`src/rtl/multicycle_control_fsm.sv`:
```
// Main control FSM for the multicycle RV32I core: sequences fetch/decode/execute/memory/writeback
// and drives the datapath selects, register-file write enable and memory request handshake.
module multicycle_control_fsm #(
    parameter bit ILLEGAL_HALT = 1'b1
) (
    input  logic       clk,
    input  logic       rst_n,
    input  logic [6:0] opcode,
    input  logic       mem_ready,
    input  logic       branch_cond,
    output logic       reg_write,
    output logic       pc_write,
    output logic       ir_write,
    output logic       mem_req,
    output logic       mem_we,
    output logic       adr_src,
    output logic [1:0] alu_src_a,
    output logic [1:0] alu_src_b,
    output logic [1:0] alu_op,
    output logic [1:0] result_src,
    output logic       halted
);

    typedef enum logic [3:0] {
        S_FETCH    = 4'd0,
        S_DECODE   = 4'd1,
        S_MEMADR   = 4'd2,
        S_MEMREAD  = 4'd3,
        S_MEMWB    = 4'd4,
        S_MEMWRITE = 4'd5,
        S_EXEC_R   = 4'd6,
        S_EXEC_I   = 4'd7,
        S_LUI      = 4'd8,
        S_AUIPC    = 4'd9,
        S_ALUWB    = 4'd10,
        S_BRANCH   = 4'd11,
        S_JAL      = 4'd12,
        S_JALR     = 4'd13,
        S_JWB      = 4'd14,
        S_HALT     = 4'd15
    } state_t;

    // fetch/branch flag the states whose pc_write/ir_write are gated by live inputs
    typedef struct packed {
        logic       reg_write;
        logic       pc_write;
        logic       mem_req;
        logic       mem_we;
        logic       adr_src;
        logic [1:0] alu_src_a;
        logic [1:0] alu_src_b;
        logic [1:0] alu_op;
        logic [1:0] result_src;
        logic       halted;
        logic       fetch;
        logic       branch;
    } ctrl_t;

    localparam logic [6:0] OP_LOAD   = 7'b0000011;
    localparam logic [6:0] OP_STORE  = 7'b0100011;
    localparam logic [6:0] OP_RTYPE  = 7'b0110011;
    localparam logic [6:0] OP_ITYPE  = 7'b0010011;
    localparam logic [6:0] OP_BRANCH = 7'b1100011;
    localparam logic [6:0] OP_JAL    = 7'b1101111;
    localparam logic [6:0] OP_JALR   = 7'b1100111;
    localparam logic [6:0] OP_LUI    = 7'b0110111;
    localparam logic [6:0] OP_AUIPC  = 7'b0010111;

    function automatic ctrl_t decode_ctrl(input state_t s);
        ctrl_t c;
        c = '0;
        case (s)
            S_FETCH: begin
                c.mem_req    = 1'b1;
                c.alu_src_b  = 2'b10;
                c.result_src = 2'b10;
                c.fetch      = 1'b1;
            end
            S_DECODE: begin
                c.alu_src_a = 2'b01;
                c.alu_src_b = 2'b01;
            end
            S_MEMADR: begin
                c.alu_src_a = 2'b10;
                c.alu_src_b = 2'b01;
            end
            S_MEMREAD: begin
                c.mem_req = 1'b1;
                c.adr_src = 1'b1;
            end
            S_MEMWB: begin
                c.result_src = 2'b01;
                c.reg_write  = 1'b1;
            end
            S_MEMWRITE: begin
                c.mem_req = 1'b1;
                c.mem_we  = 1'b1;
                c.adr_src = 1'b1;
            end
            S_EXEC_R: begin
                c.alu_src_a = 2'b10;
                c.alu_src_b = 2'b00;
                c.alu_op    = 2'b10;
            end
            S_EXEC_I: begin
                c.alu_src_a = 2'b10;
                c.alu_src_b = 2'b01;
                c.alu_op    = 2'b10;
            end
            S_LUI: begin
                c.alu_src_a = 2'b11;
                c.alu_src_b = 2'b01;
            end
            S_AUIPC: begin
                c.alu_src_a = 2'b01;
                c.alu_src_b = 2'b01;
            end
            S_ALUWB: begin
                c.reg_write = 1'b1;
            end
            S_BRANCH: begin
                c.alu_src_a = 2'b10;
                c.alu_src_b = 2'b00;
                c.alu_op    = 2'b01;
                c.branch    = 1'b1;
            end
            S_JAL: begin
                c.pc_write = 1'b1;
            end
            S_JALR: begin
                c.alu_src_a  = 2'b10;
                c.alu_src_b  = 2'b01;
                c.result_src = 2'b10;
                c.pc_write   = 1'b1;
            end
            S_JWB: begin
                c.alu_src_a  = 2'b01;
                c.alu_src_b  = 2'b10;
                c.result_src = 2'b10;
                c.reg_write  = 1'b1;
            end
            S_HALT: begin
                c.halted = 1'b1;
            end
            default: begin
                c = '0;
            end
        endcase
        return c;
    endfunction

    state_t state_q, state_d;
    ctrl_t  ctrl_q, ctrl_d;

    // Next-state selection from current state, opcode and memory handshake
    always_comb begin
        state_d = state_q;
        case (state_q)
            S_FETCH: begin
                if (mem_ready) state_d = S_DECODE;
                else           state_d = S_FETCH;
            end
            S_DECODE: begin
                case (opcode)
                    OP_LOAD, OP_STORE: state_d = S_MEMADR;
                    OP_RTYPE:          state_d = S_EXEC_R;
                    OP_ITYPE:          state_d = S_EXEC_I;
                    OP_BRANCH:         state_d = S_BRANCH;
                    OP_JAL:            state_d = S_JAL;
                    OP_JALR:           state_d = S_JALR;
                    OP_LUI:            state_d = S_LUI;
                    OP_AUIPC:          state_d = S_AUIPC;
                    default:           state_d = ILLEGAL_HALT ? S_HALT : S_FETCH;
                endcase
            end
            S_MEMADR: begin
                if (opcode == OP_STORE)     state_d = S_MEMWRITE;
                else if (opcode == OP_LOAD) state_d = S_MEMREAD;
                else                        state_d = S_FETCH;
            end
            S_MEMREAD: begin
                if (mem_ready) state_d = S_MEMWB;
                else           state_d = S_MEMREAD;
            end
            S_MEMWRITE: begin
                if (mem_ready) state_d = S_FETCH;
                else           state_d = S_MEMWRITE;
            end
            S_EXEC_R, S_EXEC_I, S_LUI, S_AUIPC: state_d = S_ALUWB;
            S_JAL, S_JALR:                      state_d = S_JWB;
            S_MEMWB, S_ALUWB, S_BRANCH, S_JWB:  state_d = S_FETCH;
            S_HALT:                             state_d = S_HALT;
            default:                            state_d = S_FETCH;
        endcase
        ctrl_d = decode_ctrl(state_d);
    end

    // State and output registers; outputs are pre-decoded from the next state
    always_ff @(posedge clk or negedge rst_n) begin
        if (!rst_n) begin
            state_q <= S_FETCH;
            ctrl_q  <= decode_ctrl(S_FETCH);
        end else begin
            state_q <= state_d;
            ctrl_q  <= ctrl_d;
        end
    end

    assign reg_write  = ctrl_q.reg_write;
    assign pc_write   = ctrl_q.pc_write | (ctrl_q.fetch & mem_ready) | (ctrl_q.branch & branch_cond);
    assign ir_write   = ctrl_q.fetch & mem_ready;
    assign mem_req    = ctrl_q.mem_req;
    assign mem_we     = ctrl_q.mem_we;
    assign adr_src    = ctrl_q.adr_src;
    assign alu_src_a  = ctrl_q.alu_src_a;
    assign alu_src_b  = ctrl_q.alu_src_b;
    assign alu_op     = ctrl_q.alu_op;
    assign result_src = ctrl_q.result_src;
    assign halted     = ctrl_q.halted;

endmodule

```
`config.mk`:
```
export PLATFORM = sky130hd
export DESIGN_NAME = multicycle_control_fsm
export DESIGN_NICKNAME = d
export VERILOG_FILES = /design/src/rtl/multicycle_control_fsm.sv
export SDC_FILE = /design/constraint.sdc
export NUM_CORES = 1
export LEC_CHECK = 0
export BUFFER_PORTS_ARGS = -buffer_cell sky130_fd_sc_hd__buf_2
export CAP_MARGIN = 40
export CORE_UTILIZATION = 47
export DETAILED_ROUTE_END_ITERATION = 12
export PLACE_DENSITY = 0.83
export SYNTH_ARGS = -nofsm -noshare
export SYNTH_HDL_FRONTEND = slang
export SYNTH_SLANG_ARGS = --single-unit
```
`constraint.sdc`:
```
create_clock -name clk -period 1.8 [get_ports clk]
set_clock_uncertainty 0.05 [all_clocks]
set_input_delay 0.36 -clock clk [delete_from_list [all_inputs] [get_ports clk]]
set_output_delay 0.36 -clock clk [all_outputs]
set_load 0.02 [all_outputs]
```
---- Yosys cells after proc, flatten, opt, wreduce, memory -nomap -nowiden ----
Index checks and enable logic that the tools add are counted.
W data, S select, Z words.
storage, ports and cells
  bits in read-only memories .............. 0
  bits in latches ......................... 0
  flip-flop bits (word level) ............. 20
  memory bits (writable) .................. 0
  input port bits ......................... 11
  output and inout bits ................... 15
  memories kept ........................... 0
cells by class
  shifts and indexed selects .............. 0
  add/sub/neg operators ................... 0
  magnitude comparators ................... 0
  divide/modulo/power cells ............... 0
  muxes and demuxes ....................... 19
  equality and inequality tests ........... 39
  bitwise logic cells ..................... 4
  multipliers ............................. 0
  reduce and logical (&&, ||, !) cells .... 16
operators with widths
  cell                  count
  $eq A4 B4 Y1 const B  16
  $pmux W4 S9           1
  $eq A4 B3 Y1 const B  8
  $pmux W4 S8           1
  $eq A7 B6 Y1 const B  3
  $eq A7 B7 Y1 const B  3
  $eq A4 B2 Y1 const B  4
  $eq A7 B5 Y1 const B  2
  $pmux W2 S2           3
  $reduce_or A2 Y1      6
  $reduce_or A3 Y1      4
  $mux W1               9
  $mux W3               3
  $eq A4 B1 Y1 const B  2
  $logic_not A4 Y1      2
  $reduce_or A4 Y1      2
  $eq A7 B2 Y1 const B  1
  $pmux W2 S3           1
  $reduce_or A6 Y1      1
  $reduce_or A5 Y1      1
  $and A1 B1 Y1         2
  $mux W2               1
  $or A1 B1 Y1          2

---- Depth between registers and ports, before layout ----
  word-level depth ........................ 7
  depth in mapped cells ................... 9
  gate-level depth less buffers ........... 8

---- Worst setup path before layout ----
OpenSTA, ideal clock, no wires.
  path type ............................... register to register
  start ................................... register state_q[2]
  end ..................................... register ctrl_q (netlist bit alu_src_a[1])
  data arrival time ....................... 1635 ps
  setup time .............................. 128 ps
  required time ........................... 1622 ps
  stages on the path, launching flop included .. 9
  slack ................................... -13 ps
  cells stage by stage .................... dfrtp_1 buf_6 or3_1 or2_1 o211ai_2 a21oi_4 o21a_1 o21bai_2 o21ai_1
RTL lines
  item                    RTL line  RTL
  from (decl)             152       state_t state_q, state_d;
  from (signal assigned)  204       state_q <= state_d;
  to (signal assigned)    202       ctrl_q <= decode_ctrl(S_FETCH);
  to (signal assigned)    205       ctrl_q <= ctrl_d;
  to (decl)               153       ctrl_t ctrl_q, ctrl_d;

==> flow_summary_export.csv <==
group,metric,value,unit
place,hpwl,1920,um
floorplan,die_y,51.3,um
clock_network,clk_latency,290,ps
power_and_ir_drop,p_int,1670,uW
clock_network,clockBufferDepth,2,
clock_network,clk_pin_slew,100,ps
detailed_routing,avgViaCountPerCell,5.46,
clock_network,cts-root-buf,"clkbuf_4",
grt,first_global_vias,1044,
sta,setup_violations,11,
place,gp_congestion,0.905,
power_and_ir_drop,p_leak,0.000779,uW
synth,synth_warnings,0,
power_and_ir_drop,power_frac_comb,68.5,%
finish,n_antenna_cell,0,
grt,grt_pass1_wl,4420,um
setup_path,worstPathMaxFanout,7,
detailed_routing,drt_iter0_markers,24,
clock_network,cts_tree,"done",
setup_path,worst-setup-path-type,"reg -> reg",
status,violations,"negative setup slack",
synth,yosysSeqAreaShare,42.1,%
floorplan,rows,17,
power_and_ir_drop,seqPwrFrac,24.4,%
grt,grt_max_degree,20,
detailed_routing,drt_wl_total,2880,um
sta,holdWs,472,ps
place,place_area,1400,um2
setup_path,crit_chain,"or3_4 -> or2_4 -> o211ai_2 -> a21oi_4 -> or2_1 -> a32oi_1 -> o21ai_1",
detailed_routing,drc_errors,0,
grt,grt_usage,23.3,%
detailed_routing,vias,1075,
grt,antenna_found_initial,0,
sta,rsz0062_at_grt,"yes",
synth,yosysUniqueCellTypes,47,
synth,synth_nets,133,
power_and_ir_drop,powerDensity,1910,nW/um2
power_and_ir_drop,swShare,44.2,%
finish,stdcell_area,1570,um2
floorplan,die-area,2630,um2
sta,fin_ws,-111,ps
setup_path,setup.worst_path.start,"state_q[2]$_DFF_PN0_",
finish,nFillCells,175,
finish,syn2layout_area_growth,37.2,%
setup_path,required,1930,ps
sta,max_slew.worst_pin.slew,413,ps
setup_path,slowest_stage,"dfrtp_2",
sta,final-max-slew-violation-count,0,
setup_path,r2r-start,"state_q[2]$_DFF_PN0_",
power_and_ir_drop,clock_power_share,7.1,%
detailed_routing,routedWlPerCell,14.6,um
sta,finalHoldViolCount,0,
hold_path,hp-class,"in -> async",
place,port_buffers,25,
clock_network,cts_inserted_buffers,3,
status,status,"complete, but fails checks",
clock_network,clock_sinks,19,
finish,nets,181,
sta,fmax,0.523,GHz
power_and_ir_drop,ir_drop,1.32,mV
setup_path,start_kind,"flop",
synth,synth_seq_cells,19,
power_and_ir_drop,power_switching,1320,uW
floorplan,die_w,51.3,um
synth,async_flop_share,100,%
flow_run,cap_violations,0,
sta,slew_headroom,72.5,%
finish,drive_gt1_share,53.8,%
floorplan,start_util,50.7,%
setup_path,crit_path_end_kind,"flop",
setup_path,slowest_delay,450,ps
clock_network,cts_max_level,1,
detailed_routing,drt-pass1-iter-count,4,
synth,syn_area,1140,um2
synth,postSynthAreaPerCell,9.36,um2
setup_path,worst_ep_arrival_time,2050,ps
synth,synth_flop_cell,"dfrtp_1",
floorplan,core_area,2250,um2
floorplan,ios,26,
synth,synthCells,122,
detailed_routing,ant_nets,0,
grt,grt_overflow_total,0,
sta,finalCritPeriodShare,106,%
sta,fin_crit,1910,ps
synth,synth_edf_count,0,
==> final cells by class <==
| cell class | instances | area (um2) | share of cell area [%] |
|---|---|---|---|
| multi-input cells | 83 | 634 | 40.5 |
| clock buffers | 4 | 26.3 | 1.68 |
| inverters | 8 | 30.0 | 1.92 |
| repair buffers | 55 | 357 | 22.7 |
| flip-flops and latches | 19 | 485 | 31.0 |
| well taps | 28 | 35.0 | 2.23 |
==> power groups by stage <==
stage          sequential, uW  combinational [uW]  clock [uW]
2_1_floorplan             705                1140           0
3_3_place_gp              721                1600           0
3_5_place_dp              728                1650           0
4_1_cts                   727                1770         217
5_1_grt                   746                2200         235
6_report                  729                2050         211
==> path summary, 6_finish.rpt <==
path | cells past startpoint | slack (ps) | endpoint
max | 7 | -110 | alu_src_a[1]$_DFF_PN0_
min | 2 | 470 | alu_src_a[0]$_DFF_PN0_
max reg2reg | 7 | -110 | alu_src_a[1]$_DFF_PN0_
min reg2reg | 3 | 630 | result_src[0]$_DFF_PN0_
max in group asynchronous | 2 | 900 | result_src[1]$_DFF_PN1_
min in group clk | 4 | 490 | state_q[2]$_DFF_PN0_
==> cells by family after synthesis <==
kind of cell / synth area share, %
AND/OR/NAND/NOR: 24.9
XOR/XNOR: 0.767
buffers and inverters: 10.7
AO/OA/AOI/OAI: 21.6
flip-flops: 42.1
==> worst max-delay path: cells and delay by family (launching register included) <==
| kind | cells | cell delay (ps) |
|---|---|---|
| AND/OR/NAND/NOR | 3 | 870 |
| flip-flops | 1 | 450 |
| AO/OA/AOI/OAI | 4 | 430 |
==> cell usage after synthesis (2+ instances only) <==
| library cell | instances | area share (%) |
|---|---|---|
| nor2b_1 | 3 | 1.6 |
| a21oi_1 | 3 | 1.3 |
| nor2_1 | 13 | 4.3 |
| dfstp_2 | 4 | 9.2 |
| o21ai_0 | 5 | 2.2 |
| o31a_1 | 2 | 1.5 |
| o21a_1 | 3 | 2.0 |
| buf_4 | 8 | 5.3 |
| nand3_1 | 5 | 2.2 |
| nand2b_1 | 4 | 2.2 |
| buf_2 | 2 | 0.88 |
| and3_1 | 2 | 1.1 |
| buf_6 | 2 | 2.0 |
| inv_1 | 7 | 2.3 |
| nand2_1 | 10 | 3.3 |
| or3_1 | 2 | 1.1 |
| o311ai_1 | 2 | 1.5 |
| dfrtp_1 | 15 | 33 |
| and2_1 | 2 | 1.1 |
==> what timing repair did <==
item,in CTS,in global routing
hold buffers,1,0
setup buffers,2,2
endpoints found under the hold margin,15,0
pin swaps,1,3
resized for setup,9,15
gates cloned,0,0
setup endpoints to repair,11,12
==> sequential cells by signal (all words and copies together), names as in the netlist, 2 cells and up <==
register / flops
ctrl_q: 3
state_q: 4
result_src: 2
alu_src_a: 2
alu_src_b: 2
==> layer usage <==
metal / wire length, um / vias up / track usage, % / part of all wire [%]
met2: 1580 / 24 / 43.9 / 55
met1: 1140 / 535 / 24.9 / 40
li1: - / 512 / - / -
met5: 0 / - / 0 / 0
met4: 33 / 0 / 7.66 / 1.1
met3: 124 / 4 / 5.95 / 4.3
==> layout by cell type (no fill, tap or decap), types with 2 or more instances in the layout <==
cell type,count
o31a_1,2
and3_1,2
nand2_1,8
dfrtp_1,11
o21ai_0,5
o21a_1,3
nor2_1,10
buf_2,25
nand2b_1,3
nor2_2,2
clkbuf_4,3
nor2b_1,3
or3_4,2
dfstp_2,4
a21oi_2,2
buf_4,28
inv_1,7
and2_1,2
nand3_1,4
nand2_2,2
a21oi_1,2
nor2_4,2
dfrtp_2,4
==> stage by stage <==
step	setup WS, ps	std cells	utilization [%]	total power [uW]	TNS (ps)
finish	-111	197	69.5	2990	-638
detailed placement	-191	188	62.0	2380	-1540
CTS	-89.3	195	65.8	2720	-304
floorplan	-2.77	122	-	1840	-3.34
global route	-168	197	69.5	3180	-1490
global placement	-90.9	188	62.0	2320	-536
(Power assumes the default switching activity.)
